$ cat config.mk
export PLATFORM = sky130hd
export DESIGN_NAME = game_stage_ctrl
export DESIGN_NICKNAME = d
export VERILOG_FILES = /design/src/rtl/game_stage_ctrl.sv
export SDC_FILE = /design/constraint.sdc
export NUM_CORES = 1
export LEC_CHECK = 0
export BUFFER_PORTS_ARGS = -buffer_cell sky130_fd_sc_hd__buf_2
export CAP_MARGIN = 25
export CORE_MARGIN = 2
export CORE_UTILIZATION = 39
export CTS_BUF_LIST = sky130_fd_sc_hd__clkbuf_4
export DETAILED_ROUTE_END_ITERATION = 8
export GPL_TIMING_DRIVEN = 0
export PLACE_DENSITY = 0.62
export SYNTH_ARGS = -nofsm -noshare
export SYNTH_HDL_FRONTEND = slang
export SYNTH_SLANG_ARGS = --single-unit
$ cat constraint.sdc
create_clock -name clk -period 6 [get_ports clk]
set_input_delay 0 -clock clk [delete_from_list [all_inputs] [get_ports clk]]
set_output_delay 0 -clock clk [all_outputs]
set_load 0.05 [all_outputs]
$ cat src/rtl/game_stage_ctrl.sv
// game_stage_ctrl
//   Turn and stage sequencer for a multi-seat betting game. A game runs
//   NUM_STAGES betting stages. In each stage every seat still in the hand
//   must act once, either by checking/betting or by folding. A seat that stays
//   idle for TIMEOUT_CYCLES cycles is folded automatically. The game ends when
//   the last stage completes, or as soon as only one seat remains.
//
// Ports
//   clk          in   rising-edge clock
//   reset        in   synchronous, active-high; highest priority
//   start        in   begin a game (honoured only in IDLE)
//   act_valid    in   the seat indicated by turn has acted this cycle (PLAY only)
//   act_fold     in   qualifies act_valid: 1 = fold, 0 = check/bet
//   reset_game   in   abort the game and return to IDLE
//   stage        out  current stage, 0 = no game
//   turn         out  seat index to act
//   active_mask  out  1 = seat still in the hand
//   stage_adv    out  one-cycle pulse when stage increments
//   timeout_fold out  one-cycle pulse when a seat is auto-folded
//   game_over    out  high while in DONE
//   winner_valid out  game ended with exactly one active seat
//   winner       out  index of the sole remaining seat
module game_stage_ctrl #(
    parameter int NUM_STAGES     = 5,
    parameter int NUM_PLAYERS    = 4,
    parameter int TIMEOUT_CYCLES = 1000,
    localparam int SW  = $clog2(NUM_STAGES + 1),
    localparam int TW  = ($clog2(NUM_PLAYERS) > 1) ? $clog2(NUM_PLAYERS) : 1,
    localparam int TMW = $clog2(TIMEOUT_CYCLES)
) (
    input  logic                   clk,
    input  logic                   reset,
    input  logic                   start,
    input  logic                   act_valid,
    input  logic                   act_fold,
    input  logic                   reset_game,
    output logic [SW-1:0]          stage,
    output logic [TW-1:0]          turn,
    output logic [NUM_PLAYERS-1:0] active_mask,
    output logic                   stage_adv,
    output logic                   timeout_fold,
    output logic                   game_over,
    output logic                   winner_valid,
    output logic [TW-1:0]          winner
);

    typedef enum logic [1:0] {IDLE, PLAY, DONE} state_t;

    state_t                 state_q, state_d;
    logic [SW-1:0]          stage_q, stage_d;
    logic [TW-1:0]          turn_q, turn_d;
    logic [NUM_PLAYERS-1:0] active_q, active_d;
    logic [NUM_PLAYERS-1:0] acted_q, acted_d;
    logic [TMW-1:0]         timer_q, timer_d;
    logic                   stage_adv_q, stage_adv_d;
    logic                   timeout_fold_q, timeout_fold_d;
    logic                   game_over_q, game_over_d;
    logic                   winner_valid_q, winner_valid_d;
    logic [TW-1:0]          winner_q, winner_d;

    // Action evaluation: what the masks would look like if the current seat
    // acts (or times out) this cycle. The FSM decides whether to use it.
    logic                   timeout_hit;
    logic                   fold_eff;
    logic [NUM_PLAYERS-1:0] act_active;
    logic [NUM_PLAYERS-1:0] act_acted;
    logic [NUM_PLAYERS-1:0] pending;
    logic                   single_left;
    logic [TW-1:0]          low_idx;
    logic                   low_found;
    logic [TW-1:0]          nxt_idx;
    logic                   nxt_found;

    always_comb begin
        timeout_hit = !act_valid && (timer_q == TMW'(TIMEOUT_CYCLES - 1));
        fold_eff    = act_valid ? act_fold : 1'b1;
        act_active  = active_q;
        act_acted   = acted_q;
        if (fold_eff) begin
            act_active[turn_q] = 1'b0;
        end
        act_acted[turn_q] = 1'b1;
        pending     = act_active & ~act_acted;
        // Exactly one bit set: non-zero and clearing the lowest set bit leaves zero.
        single_left = (act_active != '0) &&
                      ((act_active & (act_active - NUM_PLAYERS'(1))) == '0);

        low_idx   = '0;
        low_found = 1'b0;
        for (int unsigned i = 0; i < NUM_PLAYERS; i++) begin
            if (act_active[i[TW-1:0]] && !low_found) begin
                low_idx   = i[TW-1:0];
                low_found = 1'b1;
            end
        end

        // Search upward from the current seat, wrapping, for the first seat
        // still in the hand that has not acted this stage.
        nxt_idx   = turn_q;
        nxt_found = 1'b0;
        for (int unsigned k = 1; k < NUM_PLAYERS; k++) begin
            int unsigned j;
            j = int'(turn_q) + k;
            if (j >= NUM_PLAYERS) begin
                j = j - NUM_PLAYERS;
            end
            if (pending[j[TW-1:0]] && !nxt_found) begin
                nxt_idx   = j[TW-1:0];
                nxt_found = 1'b1;
            end
        end
    end

    always_comb begin
        state_d        = state_q;
        stage_d        = stage_q;
        turn_d         = turn_q;
        active_d       = active_q;
        acted_d        = acted_q;
        timer_d        = timer_q;
        stage_adv_d    = 1'b0;
        timeout_fold_d = 1'b0;
        winner_valid_d = winner_valid_q;
        winner_d       = winner_q;

        unique case (state_q)
            IDLE: begin
                if (start) begin
                    state_d  = PLAY;
                    stage_d  = SW'(1);
                    turn_d   = '0;
                    active_d = '1;
                    acted_d  = '0;
                    timer_d  = '0;
                end
            end
            PLAY: begin
                if (act_valid || timeout_hit) begin
                    timer_d        = '0;
                    timeout_fold_d = timeout_hit;
                    active_d       = act_active;
                    acted_d        = act_acted;
                    if (single_left) begin
                        state_d        = DONE;
                        winner_valid_d = 1'b1;
                        winner_d       = low_idx;
                    end else if (pending == '0) begin
                        if (stage_q < SW'(NUM_STAGES)) begin
                            stage_d     = stage_q + SW'(1);
                            acted_d     = '0;
                            turn_d      = low_idx;
                            stage_adv_d = 1'b1;
                        end else begin
                            state_d = DONE;
                        end
                    end else begin
                        turn_d = nxt_idx;
                    end
                end else begin
                    timer_d = timer_q + TMW'(1);
                end
            end
            DONE: begin
            end
            default: begin
                state_d = IDLE;
            end
        endcase

        if (reset_game) begin
            state_d        = IDLE;
            stage_d        = '0;
            turn_d         = '0;
            active_d       = '1;
            acted_d        = '0;
            timer_d        = '0;
            stage_adv_d    = 1'b0;
            timeout_fold_d = 1'b0;
            winner_valid_d = 1'b0;
            winner_d       = '0;
        end

        game_over_d = (state_d == DONE);
    end

    always_ff @(posedge clk) begin
        if (reset) begin
            state_q        <= IDLE;
            stage_q        <= '0;
            turn_q         <= '0;
            active_q       <= '1;
            acted_q        <= '0;
            timer_q        <= '0;
            stage_adv_q    <= 1'b0;
            timeout_fold_q <= 1'b0;
            game_over_q    <= 1'b0;
            winner_valid_q <= 1'b0;
            winner_q       <= '0;
        end else begin
            state_q        <= state_d;
            stage_q        <= stage_d;
            turn_q         <= turn_d;
            active_q       <= active_d;
            acted_q        <= acted_d;
            timer_q        <= timer_d;
            stage_adv_q    <= stage_adv_d;
            timeout_fold_q <= timeout_fold_d;
            game_over_q    <= game_over_d;
            winner_valid_q <= winner_valid_d;
            winner_q       <= winner_d;
        end
    end

    assign stage        = stage_q;
    assign turn         = turn_q;
    assign active_mask  = active_q;
    assign stage_adv    = stage_adv_q;
    assign timeout_fold = timeout_fold_q;
    assign game_over    = game_over_q;
    assign winner_valid = winner_valid_q;
    assign winner       = winner_q;

endmodule

Yosys cells after proc, flatten, opt, wreduce, memory -nomap -nowiden
Index checks and enable logic that the tools add are counted.

Bits in registers: 31. Latch bits: 0. Bits in writable memories: 0. Bits in read-only memories: 0. Input bits: 6. Output and inout bits: 15. Word-level logic and storage cells: 133. Memories: 0.

Add/subtract/negate cells: 9. Multipliers: 0. Div/mod/pow operators: 0. $lt $le $gt $ge: 9. Eq/ne operators: 11. Shift-type cells: 0. Multiplexer cells: 56. Bitwise operators: 9. Reduce and logical (&&, ||, !) cells: 28.

Operator list (number): $mux W2 (19); $mux W4 (8); $mux W10 (2); $pmux W10 S2 (1); $pmux W4 S2 (2); $mux W3 (5); $and A4 B4 Y4 (3); $lt A2 B3 Y1 const B (4); $mux W1 (12); $reduce_and A6 Y1 (2); $add A10 B1 Y10 const B (1); $eq A10 B10 Y1 const B (1); $ne A2 B2 Y1 const B (5); $ge A3 B3 Y1 const B (3); $logic_and A1 B1 Y1 (8); $logic_not A4 Y1 (2); $not A4 Y4 (2); $add A2 B2 Y3 const B (2); $bmux W1 S2 (3); $logic_not A1 Y1 (6); $pmux W2 S3 (1); $pmux W3 S2 (1); $reduce_and A3 Y1 (2); $reduce_or A6 Y1 (1); other kinds (21) (26).

Longest topological paths before layout
Depth after elaboration: 22. Depth in mapped cells: 11. Gate-level depth less buffers: 9.

Worst setup path after synthesis
No wires, ideal clock.

Path type: flip-flop to flip-flop. From: register turn_q[0] (netlist: turn[0]). To: register turn_q[0] (netlist: turn[0]). Setup time: 59 ps. Data arrival time: 2837 ps. Required time: 5941 ps. Setup slack: 3104 ps. Cell stages (with the launch flop): 11. Path buffers: 2. Clock period less this slack: 2896 ps. Cell sequence: dfxtp_1 > buf_8 > bufinv_8 > ha_1 > or3b_1 > clkbuf_2 > mux4_2 > nor4_2 > nor2_1 > a211oi_2 > a31o_1.

Word-level cells in the longest chain between the ends: 22. Elaborated cells on any way between the ends: 65. Classes of those cells: 7 x add/sub; 5 x order compare; 3 x eq/ne; 28 x mux; 6 x bitwise; 16 x reduce/logical.

Ends and longest elaborated chain: from (decl) (RTL line 51) `logic [TW-1:0] turn_q, turn_d;`; from (signal assigned) (RTL line 202) `turn_q <= turn_d;`; branches (longest 22 deep; another with $lt A2 B3 Y1).

Parallel ways; which one is timed is not known. The select of a mux whose other input is x is not followed. A chain may end at the register's enable or synchronous reset.

Worst setup path in the final report
Same ends and word-level chain as after synthesis.

==> results.txt <==
area share of the largest cell type after synthesis = 33.5%
Post-Syn Instances = 226
vias = 1,716
Cell Pwr Density = 195 mW/mm^2
n_diodes = 0
vias in the first global route = 1,548
r2r setup slk = 3.24 ns
Port Buffer Count = 20
CORE AREA = 0.00466 sq mm
initial antenna violation count = 0
FF-to-FF End = turn[0]$_SDFFE_PP0P_
Worst VDD drop = 0.117 mV
static leakage = 0.000821 uW
Power Internal = 315 uW
Placer Congestion = 0.818
CTS tree = built
DP HPWL = 3.19 mm
Post-Syn Nets = 238
Synth area leader = dfxtp_1
Inserted Clock Buffers = 5
Layout Utilization = 45.8%
global route total overflow = 0
area of the mapped netlist = 0.00185 sq mm
Seq/Total Area, Yosys = 33.5%
crit path kind = reg -> reg
drt total wl = 4.30 mm
TNS Setup = 0 ns
Post-synth EDFFs = 0
Layout Cells excl Fill = 311
# DRC = 0
post-synth cell types = 54
num rows = 25
R2R depth = 10
syn_area_per_cell = 8.19 sq um
worst hold path cell count = 4
hold_sp = start
post-synthesis async set-or-reset flop share = 0%
initial core utilization = 39.7%
Net Switching = 101 uW
sequential power share = 50.3%
RSZ-0062 raised after global routing = false
clk slew on worst S/H paths = 0.10 ns
WL/cell = 13.8 microns
first-pass detailed-route iteration total = 4
Die ar. = 0.00531 sq mm
largest net degree at the start of global routing = 11
Hold WS = 0.194 ns
Synth area leaders = dfxtp_1 34%, nor2_1 7.9%, a21oi_1 4.6%
CTS H-tree depth = 2
Required @ worst endpoint = 6.29 ns
Post-DRT Antenna Nets = 0
Die Y = 72.9 microns
synth-to-layout area growth = 15.3%
FMAX = 363 MHz
R2R Path Start = turn[0]$_SDFFE_PP0P_
CTS Sinks = 31
CTS Buffer Depth = 2
Hold Vio Cnt, Final = 0
Arrival @ worst endpoint = 3.04 ns
ratio of cells with drive above 1 in the final layout = 17.1%
I/O Pins = 21
Period minus WS final = 2.76 ns
Slew Limit Fails = 0
pin slew with the least headroom to its limit = 0.608 ns
worst skew pair latency = 0.33 ns
Chip Width = 72.9 microns
nets = 269
CTS root buffer = clkbuf_4
vias per std cell = 5.52
DRT iter0 DRCs = 183
Synth warnings = 0
combinational group share of total power = 11.3%
first-pass GRT wire length = 7.45 mm
Final Skew = 0.00814 ns
final setup fails = 0
Final period util = 45.9%
Net Sw Frac = 24.3%
crit path max fanout = 8
Max-Cap Viols = 0
Top FF cell, synth = dfxtp_1
GRT Util Overall = 18.1%
Clock power frac = 38.4%
placed cells = 300
crit end category = flop
Slew Limit Headroom = 59.3%
WHS Endpoint = state_q[0]$_SDFF_PP0_
FF+latch count, synth = 31
crit path launch type = flop
worst hold path type = in -> reg
# resized after CTS = 0
status = completed
cell usage after synthesis (all sizes together), types with 2 or more instances:
master  instances
clkbuf          7
a21oi          17
nor3b           8
a31oi           2
nand2          10
nor3            7
xnor2           2
or2             3
a211oi          4
nor2b           4
a311oi          3
nor2           40
and2            2
dfxtp          31
and3            7
o21ai          17
mux4            2
mux2i           3
ha              6
o21a            3
nand4           3
nand2b          3
a22oi           2
nand3           9
buf             3
o22ai           2
inv             6
or3b            4
power by group through the flow:
stage | Combinational (uW) | Sequential (uW) | Clock (uW)
2_1_floorplan | 31.1 | 217 | 0
4_1_cts | 46.9 | 210 | 166
6_report | 46.9 | 210 | 160
3_5_place_dp | 44.7 | 214 | 0
3_3_place_gp | 44.6 | 214 | 0
5_1_grt | 52.1 | 210 | 175
metal layers:
layer / up-vias / wire (microns) / global-route usage [%]
met4: 0 / 68 / 6.79
met5: - / 0 / 0
li1: 884 / - / -
met1: 784 / 2010 / 24.6
met2: 42 / 2010 / 28.4
met3: 6 / 208 / 3.45
cells in the final DEF (no fill, tap or decap), drive strengths merged, types with 4 or more instances in the layout:
master	count
dlygate4sd3	4
nor2	40
nand2	10
inv	6
ha	6
nor2b	4
o21ai	17
nor3	7
or3b	4
a21oi	17
nor3b	8
and3	7
a211oi	4
buf	23
nand3	9
clkbuf	13
dfxtp	31
cell families after synthesis:
logic type | count (synthesis) | share of synthesized area [%]
adders and majority gates | 6 | 4.06
muxes | 6 | 4.80
DFF | 31 | 33.5
and+or+nand+nor | 103 | 29.7
xor gates and xnor gates | 3 | 1.42
buffers and inverters | 17 | 5.14
AOI/OAI and AO/OA | 60 | 21.3
layout make-up:
class	count	area, sq um
plain buffers	10	55.1
clock buffers	6	45.0
clock inverters	1	30.0
fillers	461	2530
inverters	7	40.0
multi-input cells	178	1130
flip-flops and latches	31	621
well taps	54	67.6
repair buffers	24	140
repair_timing:
action / CTS / global route
buffers inserted: 0 / 0
setup endpoints to repair: 0 / 0
endpoints found under the hold margin: 6 / 0
hold buffers: 4 / 0
state kept, by name, summed over array words and instances (netlist names):
register      cells
acted_q           4
active_mask       4
game_over         1
stage             3
stage_adv         1
state_q           2
timeout_fold      1
timer_q          10
turn              2
winner            2
winner_valid      1
per-stage QoR:
step           worst slack (ns)  power (uW)  cell area (sq um)
4_1_cts                    3.22         423               2130
3_3_place_gp               3.26         259               2020
2_1_floorplan              3.10         248               1850
3_5_place_dp               3.26         259               2020
5_1_grt                    3.10         438               2130
6_report                   3.24         417               2130
worst max path at each step:
stage | startpoint | end | cells after the start
3_3_place_gp | turn[0]$_SDFFE_PP0P_ | turn[0]$_SDFFE_PP0P_ | 10
5_1_grt | turn[0]$_SDFFE_PP0P_ | turn[0]$_SDFFE_PP0P_ | 10
3_5_place_dp | turn[0]$_SDFFE_PP0P_ | turn[0]$_SDFFE_PP0P_ | 10
6_report | turn[0]$_SDFFE_PP0P_ | turn[0]$_SDFFE_PP0P_ | 10
2_1_floorplan | turn[0]$_SDFFE_PP0P_ | turn[0]$_SDFFE_PP0P_ | 10
4_1_cts | turn[0]$_SDFFE_PP0P_ | turn[0]$_SDFFE_PP0P_ | 10
critical path: stages (launching register included):
cell and delay (ns):
dfxtp_1 0.44, buf_8 0.15, bufinv_8 0.20, ha_1 0.24, or3b_1 0.35, clkbuf_2 0.16
mux4_2 0.51, nor4_2 0.22, nor2_1 0.10, a211oi_2 0.22, a31o_1 0.11
No activity file was read; power rests on OpenSTA's default activity.
